File: src/rtl/wheelsize_config_pkg.sv
// Shared constants and types for the wheel-circumference setting block:
// edit-buffer geometry, accepted range and the reset default.
package wheel_pkg;
  localparam int DIGITS     = 4;
  localparam int CUR_W      = $clog2(DIGITS);
  localparam int MM_W       = $clog2(10**DIGITS);
  localparam int BCD_W      = 4 * DIGITS;
  localparam int DEFAULT_MM = 2136;
  localparam int MIN_MM     = 500;
  localparam int MAX_MM     = 3000;
  localparam int BLINK_HALF = 2560;

  typedef enum logic [1:0] {IDLE, EDIT, CONVERT, CHECK} wheel_state_t;
  typedef logic [3:0]       bcd_digit_t;
  typedef logic [BCD_W-1:0] bcd_word_t;
  typedef logic [MM_W-1:0]  mm_t;
  typedef logic [CUR_W-1:0] cursor_t;

  function automatic bcd_word_t mm_to_bcd(input int unsigned mm);
    bcd_word_t   w;
    int unsigned v;
    w = '0;
    v = mm;
    for (int i = 0; i < DIGITS; i++) begin
      w[4*i +: 4] = bcd_digit_t'(v % 10);
      v = v / 10;
    end
    return w;
  endfunction

  localparam bcd_word_t DEFAULT_BCD = mm_to_bcd(DEFAULT_MM);

  function automatic bcd_digit_t bcd_inc(input bcd_digit_t d);
    return (d >= 4'd9) ? 4'd0 : d + 4'd1;
  endfunction
endpackage

File: src/rtl/wheelsize_config_if.sv
// Menu/edit strobes from the button front-end plus the display and
// datapath outputs of the wheelsize setting block.
interface wheelsize_config_if;
  import wheel_pkg::*;

  logic      wheelsize_menu;
  logic      wheelsize_digit_change;
  logic      wheelsize_value_change;
  bcd_word_t edit_bcd;
  cursor_t   cursor;
  logic      blink;
  logic      editing;
  mm_t       wheel_mm;
  logic      wheel_update;
  logic      wheel_reject;

  modport master (
    output wheelsize_menu, wheelsize_digit_change, wheelsize_value_change,
    input  edit_bcd, cursor, blink, editing, wheel_mm, wheel_update, wheel_reject
  );

  modport slave (
    input  wheelsize_menu, wheelsize_digit_change, wheelsize_value_change,
    output edit_bcd, cursor, blink, editing, wheel_mm, wheel_update, wheel_reject
  );
endinterface

File: src/rtl/wheelsize_config_blink_gen.sv
// Cursor blink generator: restarts high on clear, toggles every HALF enabled
// cycles, and sits low while disabled.
module blink_gen #(
  parameter int HALF = 2560
) (
  input  logic Clock,
  input  logic Reset,
  input  logic clr_i,
  input  logic en_i,
  output logic blink_o
);
  localparam int CNT_W = $clog2(HALF);

  logic [CNT_W-1:0] cnt_q, cnt_d;
  logic             blink_q, blink_d;

  always_comb begin
    cnt_d   = cnt_q;
    blink_d = blink_q;
    if (clr_i) begin
      cnt_d   = '0;
      blink_d = 1'b1;
    end else if (!en_i) begin
      cnt_d   = '0;
      blink_d = 1'b0;
    end else if (cnt_q == CNT_W'(HALF - 1)) begin
      cnt_d   = '0;
      blink_d = ~blink_q;
    end else begin
      cnt_d = cnt_q + CNT_W'(1);
    end
  end

  always_ff @(posedge Clock) begin
    if (Reset) begin
      cnt_q   <= '0;
      blink_q <= 1'b0;
    end else begin
      cnt_q   <= cnt_d;
      blink_q <= blink_d;
    end
  end

  assign blink_o = blink_q;
endmodule

File: src/rtl/wheelsize_config.sv
// Wheel-circumference setting: BCD edit buffer with cursor/blink, sequential
// BCD-to-binary conversion on menu exit, range check, commit or reject.
module wheelsize_config
  import wheel_pkg::*;
(
  input  logic         Clock,
  input  logic         Reset,
  wheelsize_config_if.slave bus,
  output wheel_state_t state_o
);
  wheel_state_t state_q, state_d;
  logic         menu_q;
  bcd_word_t    edit_q, edit_d;
  bcd_word_t    active_q, active_d;
  cursor_t      cursor_q, cursor_d;
  cursor_t      idx_q, idx_d;
  mm_t          acc_q, acc_d;
  mm_t          wheel_mm_q, wheel_mm_d;
  logic         update_q, update_d;
  logic         reject_q, reject_d;
  logic         blink_clr;
  logic         blink;
  logic         menu_rise, menu_fall;
  bcd_digit_t   conv_digit;

  assign menu_rise = bus.wheelsize_menu & ~menu_q;
  assign menu_fall = ~bus.wheelsize_menu & menu_q;

  // Cursor 0 is the most significant digit, which lives in the top nibble.
  always_comb begin
    conv_digit = '0;
    for (int i = 0; i < DIGITS; i++) begin
      if (i == DIGITS - 1 - int'(idx_q)) conv_digit = edit_q[4*i +: 4];
    end
  end

  always_comb begin
    state_d    = state_q;
    edit_d     = edit_q;
    active_d   = active_q;
    cursor_d   = cursor_q;
    idx_d      = idx_q;
    acc_d      = acc_q;
    wheel_mm_d = wheel_mm_q;
    update_d   = 1'b0;
    reject_d   = 1'b0;
    blink_clr  = 1'b0;
    unique case (state_q)
      IDLE: begin
        if (menu_rise) begin
          edit_d    = active_q;
          cursor_d  = '0;
          blink_clr = 1'b1;
          state_d   = EDIT;
        end
      end
      EDIT: begin
        if (menu_fall) begin
          acc_d   = '0;
          idx_d   = '0;
          state_d = CONVERT;
        end else begin
          for (int i = 0; i < DIGITS; i++) begin
            if (bus.wheelsize_value_change && (i == DIGITS - 1 - int'(cursor_q)))
              edit_d[4*i +: 4] = bcd_inc(edit_q[4*i +: 4]);
          end
          if (bus.wheelsize_digit_change)
            cursor_d = (cursor_q == cursor_t'(DIGITS - 1)) ? '0 : cursor_q + cursor_t'(1);
        end
      end
      CONVERT: begin
        acc_d = acc_q * mm_t'(10) + mm_t'(conv_digit);
        idx_d = idx_q + cursor_t'(1);
        if (idx_q == cursor_t'(DIGITS - 1)) state_d = CHECK;
      end
      CHECK: begin
        if ((acc_q >= mm_t'(MIN_MM)) && (acc_q <= mm_t'(MAX_MM))) begin
          wheel_mm_d = acc_q;
          active_d   = edit_q;
          update_d   = 1'b1;
        end else begin
          edit_d   = active_q;
          reject_d = 1'b1;
        end
        state_d = IDLE;
      end
      default: state_d = IDLE;
    endcase
  end

  always_ff @(posedge Clock) begin
    if (Reset) begin
      state_q    <= IDLE;
      menu_q     <= 1'b0;
      edit_q     <= DEFAULT_BCD;
      active_q   <= DEFAULT_BCD;
      cursor_q   <= '0;
      idx_q      <= '0;
      acc_q      <= '0;
      wheel_mm_q <= mm_t'(DEFAULT_MM);
      update_q   <= 1'b0;
      reject_q   <= 1'b0;
    end else begin
      state_q    <= state_d;
      menu_q     <= bus.wheelsize_menu;
      edit_q     <= edit_d;
      active_q   <= active_d;
      cursor_q   <= cursor_d;
      idx_q      <= idx_d;
      acc_q      <= acc_d;
      wheel_mm_q <= wheel_mm_d;
      update_q   <= update_d;
      reject_q   <= reject_d;
    end
  end

  blink_gen #(.HALF(BLINK_HALF)) u_blink (
    .Clock   (Clock),
    .Reset   (Reset),
    .clr_i   (blink_clr),
    .en_i    (state_d == EDIT),
    .blink_o (blink)
  );

  assign bus.edit_bcd     = edit_q;
  assign bus.cursor       = cursor_q;
  assign bus.blink        = blink;
  assign bus.editing      = (state_q == EDIT);
  assign bus.wheel_mm     = wheel_mm_q;
  assign bus.wheel_update = update_q;
  assign bus.wheel_reject = reject_q;
  assign state_o          = state_q;
endmodule
File: src/flat_wrapper.sv
// flat-port wrapper written by rule: the top's interface ports become plain ports
module wheelsize_config_flat import wheel_pkg::*;
  (Clock, Reset, state_o, bus_wheelsize_menu, bus_wheelsize_digit_change, bus_wheelsize_value_change, bus_edit_bcd, bus_cursor, bus_blink, bus_editing, bus_wheel_mm, bus_wheel_update, bus_wheel_reject);
  wheelsize_config_if bus_i ();
  input  logic Clock;
  input  logic Reset;
  output wheel_state_t state_o;
  input wire logic [$bits(bus_i.wheelsize_menu)-1:0] bus_wheelsize_menu;
  input wire logic [$bits(bus_i.wheelsize_digit_change)-1:0] bus_wheelsize_digit_change;
  input wire logic [$bits(bus_i.wheelsize_value_change)-1:0] bus_wheelsize_value_change;
  output wire logic [$bits(bus_i.edit_bcd)-1:0] bus_edit_bcd;
  output wire logic [$bits(bus_i.cursor)-1:0] bus_cursor;
  output wire logic [$bits(bus_i.blink)-1:0] bus_blink;
  output wire logic [$bits(bus_i.editing)-1:0] bus_editing;
  output wire logic [$bits(bus_i.wheel_mm)-1:0] bus_wheel_mm;
  output wire logic [$bits(bus_i.wheel_update)-1:0] bus_wheel_update;
  output wire logic [$bits(bus_i.wheel_reject)-1:0] bus_wheel_reject;
  assign bus_i.wheelsize_menu = bus_wheelsize_menu;
  assign bus_i.wheelsize_digit_change = bus_wheelsize_digit_change;
  assign bus_i.wheelsize_value_change = bus_wheelsize_value_change;
  assign bus_edit_bcd = bus_i.edit_bcd;
  assign bus_cursor = bus_i.cursor;
  assign bus_blink = bus_i.blink;
  assign bus_editing = bus_i.editing;
  assign bus_wheel_mm = bus_i.wheel_mm;
  assign bus_wheel_update = bus_i.wheel_update;
  assign bus_wheel_reject = bus_i.wheel_reject;
  wheelsize_config u_core (.Clock(Clock), .Reset(Reset), .bus(bus_i), .state_o(state_o));
endmodule
File: config.mk
export PLATFORM = sky130hd
export DESIGN_NAME = wheelsize_config_flat
export DESIGN_NICKNAME = d
export VERILOG_FILES = /design/src/rtl/wheelsize_config_pkg.sv /design/src/rtl/wheelsize_config_if.sv /design/src/rtl/wheelsize_config_blink_gen.sv /design/src/rtl/wheelsize_config.sv /design/src/flat_wrapper.sv
export SDC_FILE = /design/constraint.sdc
export NUM_CORES = 1
export LEC_CHECK = 0
export CORE_MARGIN = 10
export CORE_UTILIZATION = 35
export CTS_CLUSTER_DIAMETER = 120
export DETAILED_ROUTE_END_ITERATION = 16
export PLACE_DENSITY_LB_ADDON = 0.3
export SYNTH_ARGS = -nofsm -noshare
export SYNTH_HDL_FRONTEND = slang
export SYNTH_SLANG_ARGS = --single-unit
File: constraint.sdc
create_clock -name Clock -period 3.59 [get_ports Clock]
set_clock_uncertainty 0.15 [all_clocks]
set_input_delay 0.5385 -clock Clock [delete_from_list [all_inputs] [get_ports Clock]]
set_output_delay 0.5385 -clock Clock [all_outputs]
set_load 0.02 [all_outputs]
Yosys cells after proc, flatten, opt, wreduce, memory -nomap -nowiden
Cells that the tools add are included.

Bitwise logic cells: 7. $lt $le $gt $ge: 6. Mux-type cells: 36. Multipliers: 1. Reduce and logical (&&, ||, !) cells: 20. Equality and inequality tests: 22. Add/subtract/negate cells: 10.

Operators with widths (count): 3-bit by 32-bit == test with 1-bit output (first input constant) (4); 2-bit by 32-bit == test with 1-bit output (first input constant) (2); 32-bit zero test (2); 16-bit 2-to-1 mux (3); 4-bit 2-to-1 mux (12); 16-bit case mux with 3 select lines (1); 14-bit case mux with 2 select lines (1); 4-bit AND reduction (5); 4-bit by 1-bit adder with 4-bit output (second input constant) (4); 4-bit >= comparator (second input constant) (4); 2-bit 2-to-1 mux (8); 14-bit by 4-bit adder with 14-bit output (1); 14-bit by 9-bit >= comparator with 1-bit output (second input constant) (1); 14-bit by 12-bit <= comparator with 1-bit output (second input constant) (1); 14-bit by 3-bit multiplier with 13-bit output (second input constant) (1); 14-bit 2-to-1 mux (1); 12-bit by 1-bit adder with 12-bit output (second input constant) (1); 12-bit == test (second input constant) (1); 2-bit by 1-bit != test with 1-bit output (second input constant) (6); 2-bit == test (second input constant) (4); 2-bit case mux with 2 select lines (2); 2-bit case mux with 4 select lines (1); 1-bit 2-to-1 mux (7); 2-bit by 2-bit subtractor with 3-bit output (first input constant) (2); 13 further kinds (27).

Flip-flop bits (word level): 82. Output and inout bits: 38.

Longest topological paths before layout
Gate-level depths: netlist of the first run.

Depth in word-level cells: 8. Depth in mapped cells: 17. Depth with buffers taken out: 16.

Modules after synthesis
A second synthesis of the first run with hierarchy kept.

Cell total of the unflattened synthesis: 588. Area total of the unflattened synthesis: 4827.1 sq um.

Modules (own cells, without submodules): wheelsize_config (cells an instance 522, area each 4222.8 sq um, seq. area each 1381.3 sq um, times used 1); blink_gen (cells an instance 66, area each 604.3 sq um, seq. area each 260.2 sq um, times used 1).

Worst setup path before layout of the first run
OpenSTA, ideal clock, no wires.

Path type: reg2reg. From: reg u_core.idx_q[0]. To: reg u_core.acc_q[12]. Cell stages (with the launch flop): 17. Required time: 3.323 ns. Path slack: 0.605 ns. Arrival time: 2.718 ns. Path buffers: 1. Period minus slack after synthesis: 2.985 ns. Cells stage by stage: dfxtp_1 inv_1 ha_1 clkbuf_1 nor2_1 a21oi_1 nor2_1 a21oi_1 o21ai_0 ha_1 a21o_1 a21oi_1 nand3b_1 nor3b_1 nand4_1 xnor2_1 a22o_1.

Word-level cells in the longest chain between the ends: 8.

RTL lines: from (decl) (RTL line wheelsize_config.sv:16) `cursor_t idx_q, idx_d;`; from (signal assigned) (RTL line wheelsize_config.sv:109) `idx_q <= idx_d;`; 2-bit by 2-bit subtractor with 3-bit output (*) (RTL line wheelsize_config.sv:33) `if (i == DIGITS - 1 - int'(idx_q)) conv_digit = edit_q[4*i +: 4];`; 32-bit zero test (RTL line wheelsize_config.sv:33); 4-bit 2-to-1 mux (3 in a row) (RTL line wheelsize_config.sv:33); 4-bit 2-to-1 mux (*) (RTL line wheelsize_config.sv:33); 14-bit by 4-bit adder with 14-bit output (*) (RTL line wheelsize_config.sv:72) `acc_d = acc_q * mm_t'(10) + mm_t'(conv_digit);`; 14-bit case mux with 2 select lines (*) (RTL line wheelsize_config.sv:48) `unique case (state_q)`; to (signal assigned) (RTL line wheelsize_config.sv:99) `acc_q <= '0;`; to (signal assigned) (RTL line wheelsize_config.sv:110) `acc_q <= acc_d;`; to (decl) (RTL line wheelsize_config.sv:17) `mm_t acc_q, acc_d;`.

Every way passes the cells marked *; elsewhere a longest branch is shown, timed or not. A chain may end at the register's enable or synchronous reset.

Final worst setup path of the first run
From: reg u_core.acc_q[1]. To: reg u_core.acc_q[12].

Word-level cells in the longest chain between the ends: 3.

RTL lines (RTL line): 14-bit by 3-bit multiplier with 13-bit output (wheelsize_config.sv:72); 14-bit by 4-bit adder with 14-bit output (wheelsize_config.sv:72); 14-bit case mux with 2 select lines (wheelsize_config.sv:48).

No other way between the ends.

==> results of run 1 <==
[cells in the final DEF (no fill, tap or decap), drive strengths merged, types with 13 or more instances in the layout]
cell / count
inv: 23
dfxtp: 82
nor3: 18
nor2: 79
buf: 13
a221oi: 14
nand3: 14
a21oi: 53
o21ai: 16
clkdlybuf4s50: 41
ha: 48
xor2: 17
xnor2: 22
nand2: 90
[registers in the layout, summed over array words and instances (netlist names)]
name / count
u_core.bus.wheel_update: 1
u_core.bus.cursor: 2
u_core.state_o: 2
u_core.menu_q: 1
u_core.u_blink.cnt_q: 12
u_core.bus.wheel_reject: 1
u_core.active_q: 16
u_core.bus.edit_bcd: 16
u_core.acc_q: 14
u_core.bus.wheel_mm: 14
u_core.idx_q: 2
u_core.u_blink.blink_o: 1
[worst min-delay path: cells and delay by family, from the launching register on]
kind / cells / cell delay [ps]
flops: 1 / 310
compound gates: 1 / 50
simple gates: 1 / 50
[through the flow]
stage | hold slack [ps] | util | worst slack, ps | cell area, um2 | power (uW)
after detailed placement | 303 | 0.401 | 341 | 5630 | 1460
after global placement | 300 | 0.401 | 474 | 5630 | 1450
after global routing | 343 | 0.423 | 120 | 5950 | 2520
after floorplan | 288 | - | 605 | 5060 | 1300
after CTS | 311 | 0.423 | 323 | 5940 | 2420
final | 311 | 0.423 | 398 | 5950 | 2390
[logic make-up (layout without fill, tap and decap cells)]
logic type               Yosys count  in the layout  share of synthesized area
AND/OR/NAND/NOR                  245            245                      0.221
multiplexers                      13             13                     0.0282
flip-flops                        82             82                      0.325
AO/OA/AOI/OAI                    138            138                      0.181
buffers and inverters             52             91                     0.0468
adder cells (fa/ha/maj)           50             50                      0.127
XOR/XNOR                          39             39                     0.0713
[what timing repair did]
action,CTS,global route
gates resized for setup,0,1
endpoints found under the setup margin,0,1
buffers inserted,0,0
[area by class of cell]
type | count | share of cell area
flip-flops and latches | 82 | 0.276
inverters | 21 | 0.0133
repair buffers | 54 | 0.0850
clock buffers | 10 | 0.0402
well taps | 180 | 0.0379
clock inverters | 6 | 0.0120
multi-input cells | 485 | 0.536
[Yosys cell counts, types with 3 or more instances]
cell type / count
o21ai_0: 15
or2_2: 3
nor3b_1: 7
a21oi_1: 51
inv_1: 21
a211oi_1: 3
a22o_1: 4
buf_2: 3
mux2i_1: 3
a211o_1: 5
dfxtp_1: 82
buf_6: 3
ha_1: 48
a21o_1: 3
clkbuf_1: 21
a221oi_1: 14
nor2b_1: 4
mux2_2: 3
nand2b_1: 4
buf_4: 4
a22oi_1: 11
xor2_1: 17
mux2_1: 7
nor2_1: 79
nand3b_1: 3
o21bai_1: 6
xnor2_1: 21
and3_1: 7
a31oi_1: 5
nand3_1: 14
a21boi_0: 4
nand4_1: 5
nand2_1: 88
nor3_1: 18
[report_power, final]
| group | internal (uW) | switching [uW] | leakage, uW | total (uW) |
|---|---|---|---|---|
| clock network | 564 | 394 | 0.000146 | 957 |
| logic | 178 | 241 | 0.00165 | 419 |
| registers | 945 | 72.1 | 0.000664 | 1020 |
| total | 1690 | 707 | 0.00246 | 2390 |
[routing by layer]
layer	share of wire	vias to the layer above
met4	0.021	0
met1	0.46	2084
met3	0.055	23
met2	0.46	87
li1	-	2225
met5	0	-
[how the worst max path moves through the flow]
| stage | from | cells after the start | slack, ps | endpoint |
|---|---|---|---|---|
| 2_1_floorplan | u_core.idx_q[0]$_SDFFE_PP0P_ | 16 | 610 | u_core.acc_q[12]$_SDFFE_PP0P_ |
| 3_3_place_gp | u_core.idx_q[0]$_SDFFE_PP0P_ | 15 | 470 | u_core.acc_q[12]$_SDFFE_PP0P_ |
| 3_5_place_dp | u_core.idx_q[0]$_SDFFE_PP0P_ | 15 | 340 | u_core.acc_q[12]$_SDFFE_PP0P_ |
| 4_1_cts | u_core.idx_q[0]$_SDFFE_PP0P_ | 15 | 320 | u_core.acc_q[12]$_SDFFE_PP0P_ |
| 5_1_grt | u_core.idx_q[0]$_SDFFE_PP0P_ | 15 | 120 | u_core.acc_q[12]$_SDFFE_PP0P_ |
| 6_report | u_core.acc_q[1]$_SDFFE_PP0P_ | 10 | 400 | u_core.acc_q[12]$_SDFFE_PP0P_ |
==> qor.log, run 1 <==
qor: outcome.outcome completed
qor: global_route.met1_usage 0.151
qor: critical_path.worst_ep_required_time 3680 ps
qor: yosys.synth.largest_area_cell dfxtp_1
qor: critical_path.crit_path_top_delay_cell dfxtp_1
qor: timing.setup-violations-final 0
qor: critical_path.crit-reg2reg-launch u_core.acc_q[1]$_SDFFE_PP0P_
qor: floorplan.initial_standard_cell_utilization_of_the_core 0.360
qor: global_route.grt_use_total 0.124
qor: timing.final_hold_viol_count 0
qor: timing.timing.max_slew.rel_slack 0.517
qor: critical_path.startpoint_type flip-flop
qor: critical_path.worstSetupPathType reg2reg
qor: detailed_routing.iteration_count_of_the_initial_detailed_routing_pass 5
qor: yosys.post_synth_inst_count 619
qor: timing.max_clock_freq 0.313 GHz
qor: detailed_routing.final_routed_drc_violation_total 0
qor: global_route.antenna_found_initial 0
qor: timing.period_needed 3190 ps
qor: job.maxCapViolCount 0
qor: timing.total_negative_slack_for_setup_checks 0 ps
qor: global_route.grt_start_max_net_pins 35
qor: global_route.met3_usage 0.0338
qor: clock_tree.cts-root-buf clkbuf_16
qor: yosys.synth_warnings 0
qor: global_route.globalRouteOverflowTotal 0
qor: worst_hold_path.hold_path.class reg2reg
qor: clock_tree.numCtsBuffers 9
qor: finish.number_of_antenna_cells_inserted 0
qor: detailed_routing.drtAntennaViolNets 0
qor: detailed_routing.route.vias.total 4419
qor: global_route.grt_busiest_layer met2
qor: critical_path.cp_cell_sequence ha_1 -> ha_1 -> fa_1 -> a21o_2 -> a2111oi_0 -> mux2i_1 -> o311ai_2 -> nand4_1 -> xnor2_1 -> a22o_1
qor: finish.fin_cells 838
qor: power_and_ir_drop.leakage 0.00246 uW
qor: detailed_routing.vias_per_cell 5.27
qor: yosys.synth_cell_types 61
qor: clock_tree.clock-sinks 82
qor: critical_path.timing.critical_path.arrival 3280 ps
qor: detailed_routing.detail_route.wl_per_cell 14.5 um
qor: clock_tree.latest_clock_arrival_within_the_worst_skew_pair 350 ps
qor: worst_hold_path.hold-path-cell-count 2
qor: finish.area_growth_syn_to_layout 17.6%
qor: clock_tree.tritoncts yes
qor: floorplan.std_cell_rows 43
qor: global_route.first_pass_grt_wire_length 20600 um
qor: place.place_inst 822
qor: global_route.use_met2 0.200
qor: finish.register_area 1640 um2
qor: clock_tree.cts_max_path_bufs 2
qor: timing.tightestPinTransition 723 ps
qor: critical_path.crit_path_end_kind flip-flop
qor: finish.nFillCells 1380
qor: yosys.synth_seq_area_share 0.325
qor: yosys.syn_nets 674
qor: power_and_ir_drop.max-vdd-ir-drop 226 uV
qor: critical_path.critPathBufInv 0
qor: worst_hold_path.worst_hold_startpoint u_core.bus.wheel_mm[5]$_SDFFE_PP0P_
qor: detailed_routing.postRouteWirelength 12200 um
qor: clock_tree.clk_transition_reported_paths 70 ps
qor: timing.rsz0062_at_grt false
qor: finish.nNetsFinal 708
qor: detailed_routing.drt-initial-drc-count 238
qor: yosys.netlist.area_leader.share 0.325
qor: yosys.ys_dominant_reg_cell dfxtp_1
qor: critical_path.worst-path-max-fanout 6
qor: clock_tree.htreeDepth 3
qor: finish.multiInputGateArea 3180 um2
qor: floorplan.dieArea 19700 um2
qor: finish.drive_above_1_share 0.0714
qor: place.dp_hpwl 8830 um
qor: floorplan.core 14000 um2
qor: critical_path.top_cell_family_by_delay_on_the_critical_path compound AO/OA/AOI/OAI gates
qor: critical_path.timing.reg2reg.setup_slack 400 ps
qor: floorplan.ioPinCount 43
qor: power_and_ir_drop.power_per_cell_area 402 nW/um2
qor: yosys.synthTopCellsByArea dfxtp_1 32%, ha_1 12%, nand2_1 6.5%
qor: place.globalplace.congestion 0.833
qor: timing.final_max_slew_viol_count 0
qor: clock_tree.cts_hold_repair.buffers 0
qor: critical_path.endpoint_of_the_worst_register_to_register_path u_core.acc_q[12]$_SDFFE_PP0P_
qor: critical_path.cp_slowest_stage_delay 450 ps
qor: timing.timing.final.crit_share 0.889
qor: place.numPortBuffers 42
qor: yosys.async_reset_ff_frac 0
qor: worst_hold_path.hold_path_end u_core.bus.wheel_mm[5]$_SDFFE_PP0P_
qor: yosys.syn-mean-instance-area 8.17 um2
qor: yosys.syn-cell-area 5060 um2
qor: floorplan.chipWidth 140 um
qor: critical_path.count_of_cells_along_the_worst_register_to_register_path 10
qor: critical_path.critical-path-top-cell-by-count ha_1
qor: yosys.synth_seq_cells 82
qor: floorplan.die_height 140 um
qor: global_route.first_global_vias 4234
qor: yosys.synth_edf_count 0
Power figures use the tool's default switching activity.
==> run 2, diff against run 1 <==
--- a/config.mk
+++ b/config.mk
@@ -9,6 +9,7 @@
 export CORE_UTILIZATION = 35
 export CTS_CLUSTER_DIAMETER = 120
 export DETAILED_ROUTE_END_ITERATION = 16
+export MAX_ROUTING_LAYER = met4
 export PLACE_DENSITY_LB_ADDON = 0.3
 export SYNTH_ARGS = -nofsm -noshare
 export SYNTH_HDL_FRONTEND = slang
==> run 2 against run 1 <==
Routed wire length is 0.24% lower. Setup slack got worse by 2.1 ps. Largest cell class unchanged. Fmax is essentially flat. Power about the same. Critical path type unchanged. Clock-buffer cell count stayed put. Critical endpoint unchanged. Register-to-register slack hardly changed. Highest routed layer unchanged.
==> qor.log, run 2 (synthesis results as in run 1) <==
qor: worst_hold_path.hold_path.class reg2reg
qor: clock_tree.cts-root-buf clkbuf_16
qor: floorplan.ioPinCount 43
qor: finish.drive_above_1_share 0.0714
qor: global_route.first_global_vias 4239
qor: detailed_routing.iteration_count_of_the_initial_detailed_routing_pass 4
qor: power_and_ir_drop.power_per_cell_area 403 nW/um2
qor: timing.final_hold_viol_count 0
qor: power_and_ir_drop.leakage 0.00246 uW
qor: timing.period_needed 3190 ps
qor: place.place_inst 822
qor: finish.fin_util 0.423
qor: critical_path.worst_ep_required_time 3680 ps
qor: detailed_routing.detail_route.wl_per_cell 14.5 um
qor: outcome.outcome completed
qor: floorplan.dieArea 19700 um2
qor: finish.nNetsFinal 708
qor: global_route.grt_use_total 0.127
qor: clock_tree.cts_hold_repair.buffers 0
qor: detailed_routing.drt-initial-drc-count 221
qor: power_and_ir_drop.max-vdd-ir-drop 227 uV
qor: clock_tree.numCtsBuffers 9
qor: place.detailed_place.area 5630 um2
qor: critical_path.worst-path-max-fanout 6
qor: floorplan.initial_standard_cell_utilization_of_the_core 0.360
qor: critical_path.cp_slowest_stage_delay 450 ps
qor: timing.final_max_slew_viol_count 0
qor: global_route.first_pass_grt_wire_length 20600 um
qor: finish.final_common_cell nand2_1
qor: floorplan.core 14000 um2
qor: timing.hold_slack 311 ps
qor: clock_tree.tritoncts yes
qor: clock_tree.htreeDepth 3
qor: finish.most-common-layout-cells 88 x nand2_1, 82 x dfxtp_1, 79 x nor2_1
qor: critical_path.critical-path-top-cell-by-count ha_1
qor: global_route.globalRouteOverflowTotal 0
qor: timing.timing.max_slew.rel_slack 0.519
qor: worst_hold_path.hold-path-cell-count 2
qor: floorplan.chipWidth 140 um
qor: clock_tree.latest_clock_arrival_within_the_worst_skew_pair 350 ps
qor: timing.rsz0062_at_grt false
qor: clock_tree.cts_max_path_bufs 2
qor: critical_path.timing.critical_path.arrival 3280 ps
qor: job.maxCapViolCount 0
qor: critical_path.critPathBufInv 0
qor: place.globalplace.congestion 0.845
qor: place.numPortBuffers 42
qor: place.dp_hpwl 8830 um
qor: timing.max_clock_freq 0.313 GHz
qor: timing.total_negative_slack_for_setup_checks 0 ps
qor: finish.number_of_antenna_cells_inserted 0
qor: detailed_routing.postRouteWirelength 12200 um
qor: detailed_routing.final_routed_drc_violation_total 0
qor: timing.timing.final.crit_share 0.890
qor: finish.area_growth_syn_to_layout 17.6%
qor: critical_path.count_of_cells_along_the_worst_register_to_register_path 10
qor: detailed_routing.route.vias.total 4433
qor: floorplan.std_cell_rows 43
qor: finish.stdcell_area 5950 um2
qor: critical_path.worst-path-stages 10
qor: timing.setup-violations-final 0
qor: critical_path.startpoint_type flip-flop
qor: critical_path.worstSetupPathType reg2reg
qor: detailed_routing.drtAntennaViolNets 0
qor: critical_path.crit_path_top_delay_cell dfxtp_1
qor: global_route.grt_start_max_net_pins 35
qor: timing.tightestPinTransition 719 ps
qor: detailed_routing.vias_per_cell 5.29
qor: finish.nFillCells 1380
qor: clock_tree.clk_transition_reported_paths 70 ps
qor: critical_path.crit_path_end_kind flip-flop
qor: critical_path.cp_cell_sequence ha_1 -> ha_1 -> fa_1 -> a21o_2 -> a2111oi_0 -> mux2i_1 -> o311ai_2 -> nand4_1 -> xnor2_1 -> a22o_1
qor: clock_tree.clock-sinks 82
qor: global_route.antenna_found_initial 0
qor: finish.fin_cells 838
qor: critical_path.top_cell_family_by_delay_on_the_critical_path compound AO/OA/AOI/OAI gates
qor: floorplan.die_height 140 um
==> run 2: cell counts in the layout (fill, tap and decap cells not counted) <==
Identical to the previous run, type by type.
==> run 2: power by group <==
group | internal (uW) | leakage, uW | switching (uW)
logic | 178 | 0.00165 | 240
clock network | 564 | 0.000146 | 395
registers | 945 | 0.000664 | 71.8
total | 1690 | 0.00246 | 707
==> run 2: per-stage QoR <==
stage               setup WS, ps  power [uW]
floorplan                    605        1300
global placement             474        1450
detailed placement           341        1460
CTS                          323        2420
global route                 120        2520
finish                       396        2390
==> run 2: path summary, 6_finish.rpt <==
| check | startpoint | to | slack, ps |
|---|---|---|---|
| worst min register to register | u_core.bus.wheel_mm[7]$_SDFFE_PP0P_ | u_core.bus.wheel_mm[7]$_SDFFE_PP0P_ | 310 |
| worst max register to register | u_core.acc_q[1]$_SDFFE_PP0P_ | u_core.acc_q[12]$_SDFFE_PP0P_ | 400 |
| worst max-delay path | u_core.acc_q[1]$_SDFFE_PP0P_ | u_core.acc_q[12]$_SDFFE_PP0P_ | 400 |
| worst min-delay path | u_core.bus.wheel_mm[7]$_SDFFE_PP0P_ | u_core.bus.wheel_mm[7]$_SDFFE_PP0P_ | 310 |
==> run 2: metal layers <==
metal / part of all wire / wire (um) / GRT usage / vias up
met5: 0 / 0 / - / -
met4: 0.020 / 238 / 0.0527 / 0
met3: 0.042 / 506 / 0.0318 / 24
met2: 0.47 / 5710 / 0.200 / 77
met1: 0.47 / 5690 / 0.152 / 2107
li1: - / - / - / 2225
==> run 2: worst reg2reg max path, stage by stage, from the launching register on <==
cell and delay (ps):
dfxtp_1 450, ha_1 280, ha_1 230, fa_1 440, a21o_2 230, a2111oi_0 450
mux2i_1 160, o311ai_2 130, nand4_1 170, xnor2_1 160, a22o_1 230
==> run 2: cell type report <==
| cell class | count | area (um2) | share of cell area |
|---|---|---|---|
| Multi-Input combinational cell | 485 | 3180 | 0.536 |
| Sequential cell | 82 | 1640 | 0.276 |
| Timing Repair Buffer | 54 | 505 | 0.0850 |
| Clock buffer | 10 | 239 | 0.0402 |
| Tap cell | 180 | 225 | 0.0379 |
| Inverter | 21 | 78.8 | 0.0133 |
| Clock inverter | 6 | 71.3 | 0.0120 |
==> run 2: repair_timing <==
item,4_1_cts,5_1_grt
buffers inserted,0,0
setup endpoints to repair,0,1
resized for setup,0,1
==> run 3, diff against run 2 <==
==> constraint.sdc (replaced) <==
create_clock -name Clock -period 3.4 [get_ports Clock]
set_clock_uncertainty 0.15 [all_clocks]
set_input_delay 0.68 -clock Clock [delete_from_list [all_inputs] [get_ports Clock]]
set_output_delay 0.68 -clock Clock [all_outputs]
set_load 0.02 [all_outputs]
==> run 3 against run 2 <==
Flip-flop and latch count stayed put. Global-route usage is 0.14 points higher. Largest power group unchanged. Critical path type unchanged. Setup slack got worse by 140 ps. Critical endpoint is now u_core.acc_q[13]$_SDFFE_PP0P_.
==> qor.log, run 3 (synthesis results as in run 1) <==
qor: timing.period_needed 3140 ps
qor: floorplan.initial_standard_cell_utilization_of_the_core 0.360
qor: timing.tightestPinTransition 773 ps
qor: place.dp_hpwl 8850 um
qor: detailed_routing.postRouteWirelength 12300 um
qor: timing.timing.max_slew.rel_slack 0.483
qor: critical_path.crit_path_end_kind flip-flop
qor: finish.most-common-layout-cells 88 x nand2_1, 82 x dfxtp_1, 79 x nor2_1
qor: place.globalplace.congestion 0.859
qor: finish.area_growth_syn_to_layout 17.1%
qor: detailed_routing.drtAntennaViolNets 0
qor: power_and_ir_drop.power_per_cell_area 412 nW/um2
qor: global_route.antenna_found_initial 0
qor: detailed_routing.iteration_count_of_the_initial_detailed_routing_pass 4
qor: floorplan.chipWidth 140 um
qor: global_route.globalRouteOverflowTotal 0
qor: job.maxCapViolCount 0
qor: critical_path.worst_ep_required_time 3490 ps
qor: critical_path.startpoint_type flip-flop
qor: timing.max_clock_freq 0.318 GHz
qor: timing.hold_slack 310 ps
qor: finish.fin_util 0.422
qor: clock_tree.numCtsBuffers 9
qor: clock_tree.clk_transition_reported_paths 70 ps
qor: clock_tree.htreeDepth 3
qor: floorplan.dieArea 19700 um2
qor: finish.nNetsFinal 709
qor: timing.timing.final.crit_share 0.925
qor: detailed_routing.vias_per_cell 5.18
qor: clock_tree.cts_max_path_bufs 2
qor: critical_path.count_of_cells_along_the_worst_register_to_register_path 15
qor: clock_tree.cts-root-buf clkbuf_16
qor: timing.rsz0062_at_grt false
qor: global_route.grt_start_max_net_pins 39
qor: finish.number_of_antenna_cells_inserted 0
qor: detailed_routing.detail_route.wl_per_cell 14.7 um
qor: global_route.first_global_vias 4366
qor: finish.register_area 1640 um2
qor: finish.drive_above_1_share 0.0713
qor: global_route.grt_use_total 0.129
qor: clock_tree.clock-sinks 82
qor: power_and_ir_drop.leakage 0.00245 uW
qor: timing.final_hold_viol_count 0
qor: critical_path.worstSetupPathType reg2reg
qor: floorplan.ioPinCount 43
qor: critical_path.worst-path-max-fanout 8
qor: global_route.first_pass_grt_wire_length 21000 um
qor: clock_tree.tritoncts yes
qor: clock_tree.latest_clock_arrival_within_the_worst_skew_pair 350 ps
qor: finish.final_common_cell nand2_1
qor: clock_tree.cts.repair_timing.setup_buffer_count 0
qor: place.numPortBuffers 42
qor: timing.final_max_slew_viol_count 0
qor: critical_path.critPathBufInv 2
qor: finish.multiInputGateArea 3190 um2
qor: detailed_routing.final_routed_drc_violation_total 0
qor: critical_path.timing.critical_path.arrival 3230 ps
qor: outcome.outcome completed
qor: critical_path.worst-path-stages 15
qor: detailed_routing.route.vias.total 4345
qor: floorplan.die_height 140 um
qor: critical_path.cp_slowest_stage_delay 450 ps
qor: critical_path.top_cell_family_by_delay_on_the_critical_path adder cells
qor: power_and_ir_drop.max-vdd-ir-drop 262 uV
qor: critical_path.cp_cell_sequence inv_1 -> ha_1 -> a21oi_1 -> nor2_1 -> a21oi_1 -> o21ai_0 -> ha_1 -> fa_1 -> a21o_1 -> nand4_1 -> inv_1 -> and3b_1 -> nand4_1 -> xnor2_1 -> a22o_1
qor: floorplan.std_cell_rows 43
qor: worst_hold_path.hold-path-cell-count 2
qor: finish.nFillCells 1354
qor: floorplan.core 14000 um2
qor: critical_path.crit_path_top_delay_cell fa_1
qor: detailed_routing.drt-initial-drc-count 288
qor: worst_hold_path.hold_path.class reg2reg
qor: timing.setup-violations-final 0
qor: timing.total_negative_slack_for_setup_checks 0 ps
[run 3: cell types whose count changed in the layout (fill, tap and decap cells not counted), sizes merged]
cell | before | now
clkinv | 1 | 2
bufinv | 1 | 0
buf | 13 | 14
[run 3: tightest hold or removal path, stage by stage (launching register included)]
cell     delay (ps)
dfxtp_1         310
nand2_1          50
a21oi_1          50
[run 3: final cells by class]
class	count	share of cell area
multi-input combinational	485	0.538
sequential	82	0.277
timing repair buffer	55	0.0866
clock buffer	10	0.0387
tap	180	0.0380
inverter	21	0.0133
clock inverter	6	0.00845
[run 3: power breakdown]
group	internal (uW)	total, uW	switching, uW
clock network	503	927	424
registers	997	1070	72.6
logic	190	446	256
total	1690	2440	753
[run 3: repair_timing]
action,CTS,global route
setup endpoints to repair,0,3
hold buffers,0,0
resized for setup,0,3
[run 3: metal layers]
metal	up-vias	global-route usage	routed length (um)
met3	15	0.0325	624
met5	-	-	0
met4	0	0.0473	208
met2	67	0.206	5810
met1	2036	0.152	5700
li1	2227	-	-
[run 3: worst paths after layout]
path | from | endpoint | slack, ps
max | u_core.idx_q[0]$_SDFFE_PP0P_ | u_core.acc_q[13]$_SDFFE_PP0P_ | 260
min | u_core.bus.wheel_mm[1]$_SDFFE_PP0P_ | u_core.bus.wheel_mm[1]$_SDFFE_PP0P_ | 310
max reg2reg | u_core.idx_q[0]$_SDFFE_PP0P_ | u_core.acc_q[13]$_SDFFE_PP0P_ | 260
min reg2reg | u_core.bus.wheel_mm[1]$_SDFFE_PP0P_ | u_core.bus.wheel_mm[1]$_SDFFE_PP0P_ | 310
[run 3: through the flow]
stage | std cells | instance area, um2 | setup slack, ps | power, uW
5_1_grt | 839 | 5920 | 20.5 | 2580
6_report | 839 | 5920 | 256 | 2440
4_1_cts | 839 | 5920 | 96.6 | 2470
3_3_place_gp | 823 | 5640 | 289 | 1530
2_1_floorplan | 619 | 5060 | 415 | 1370
3_5_place_dp | 823 | 5640 | 128 | 1540
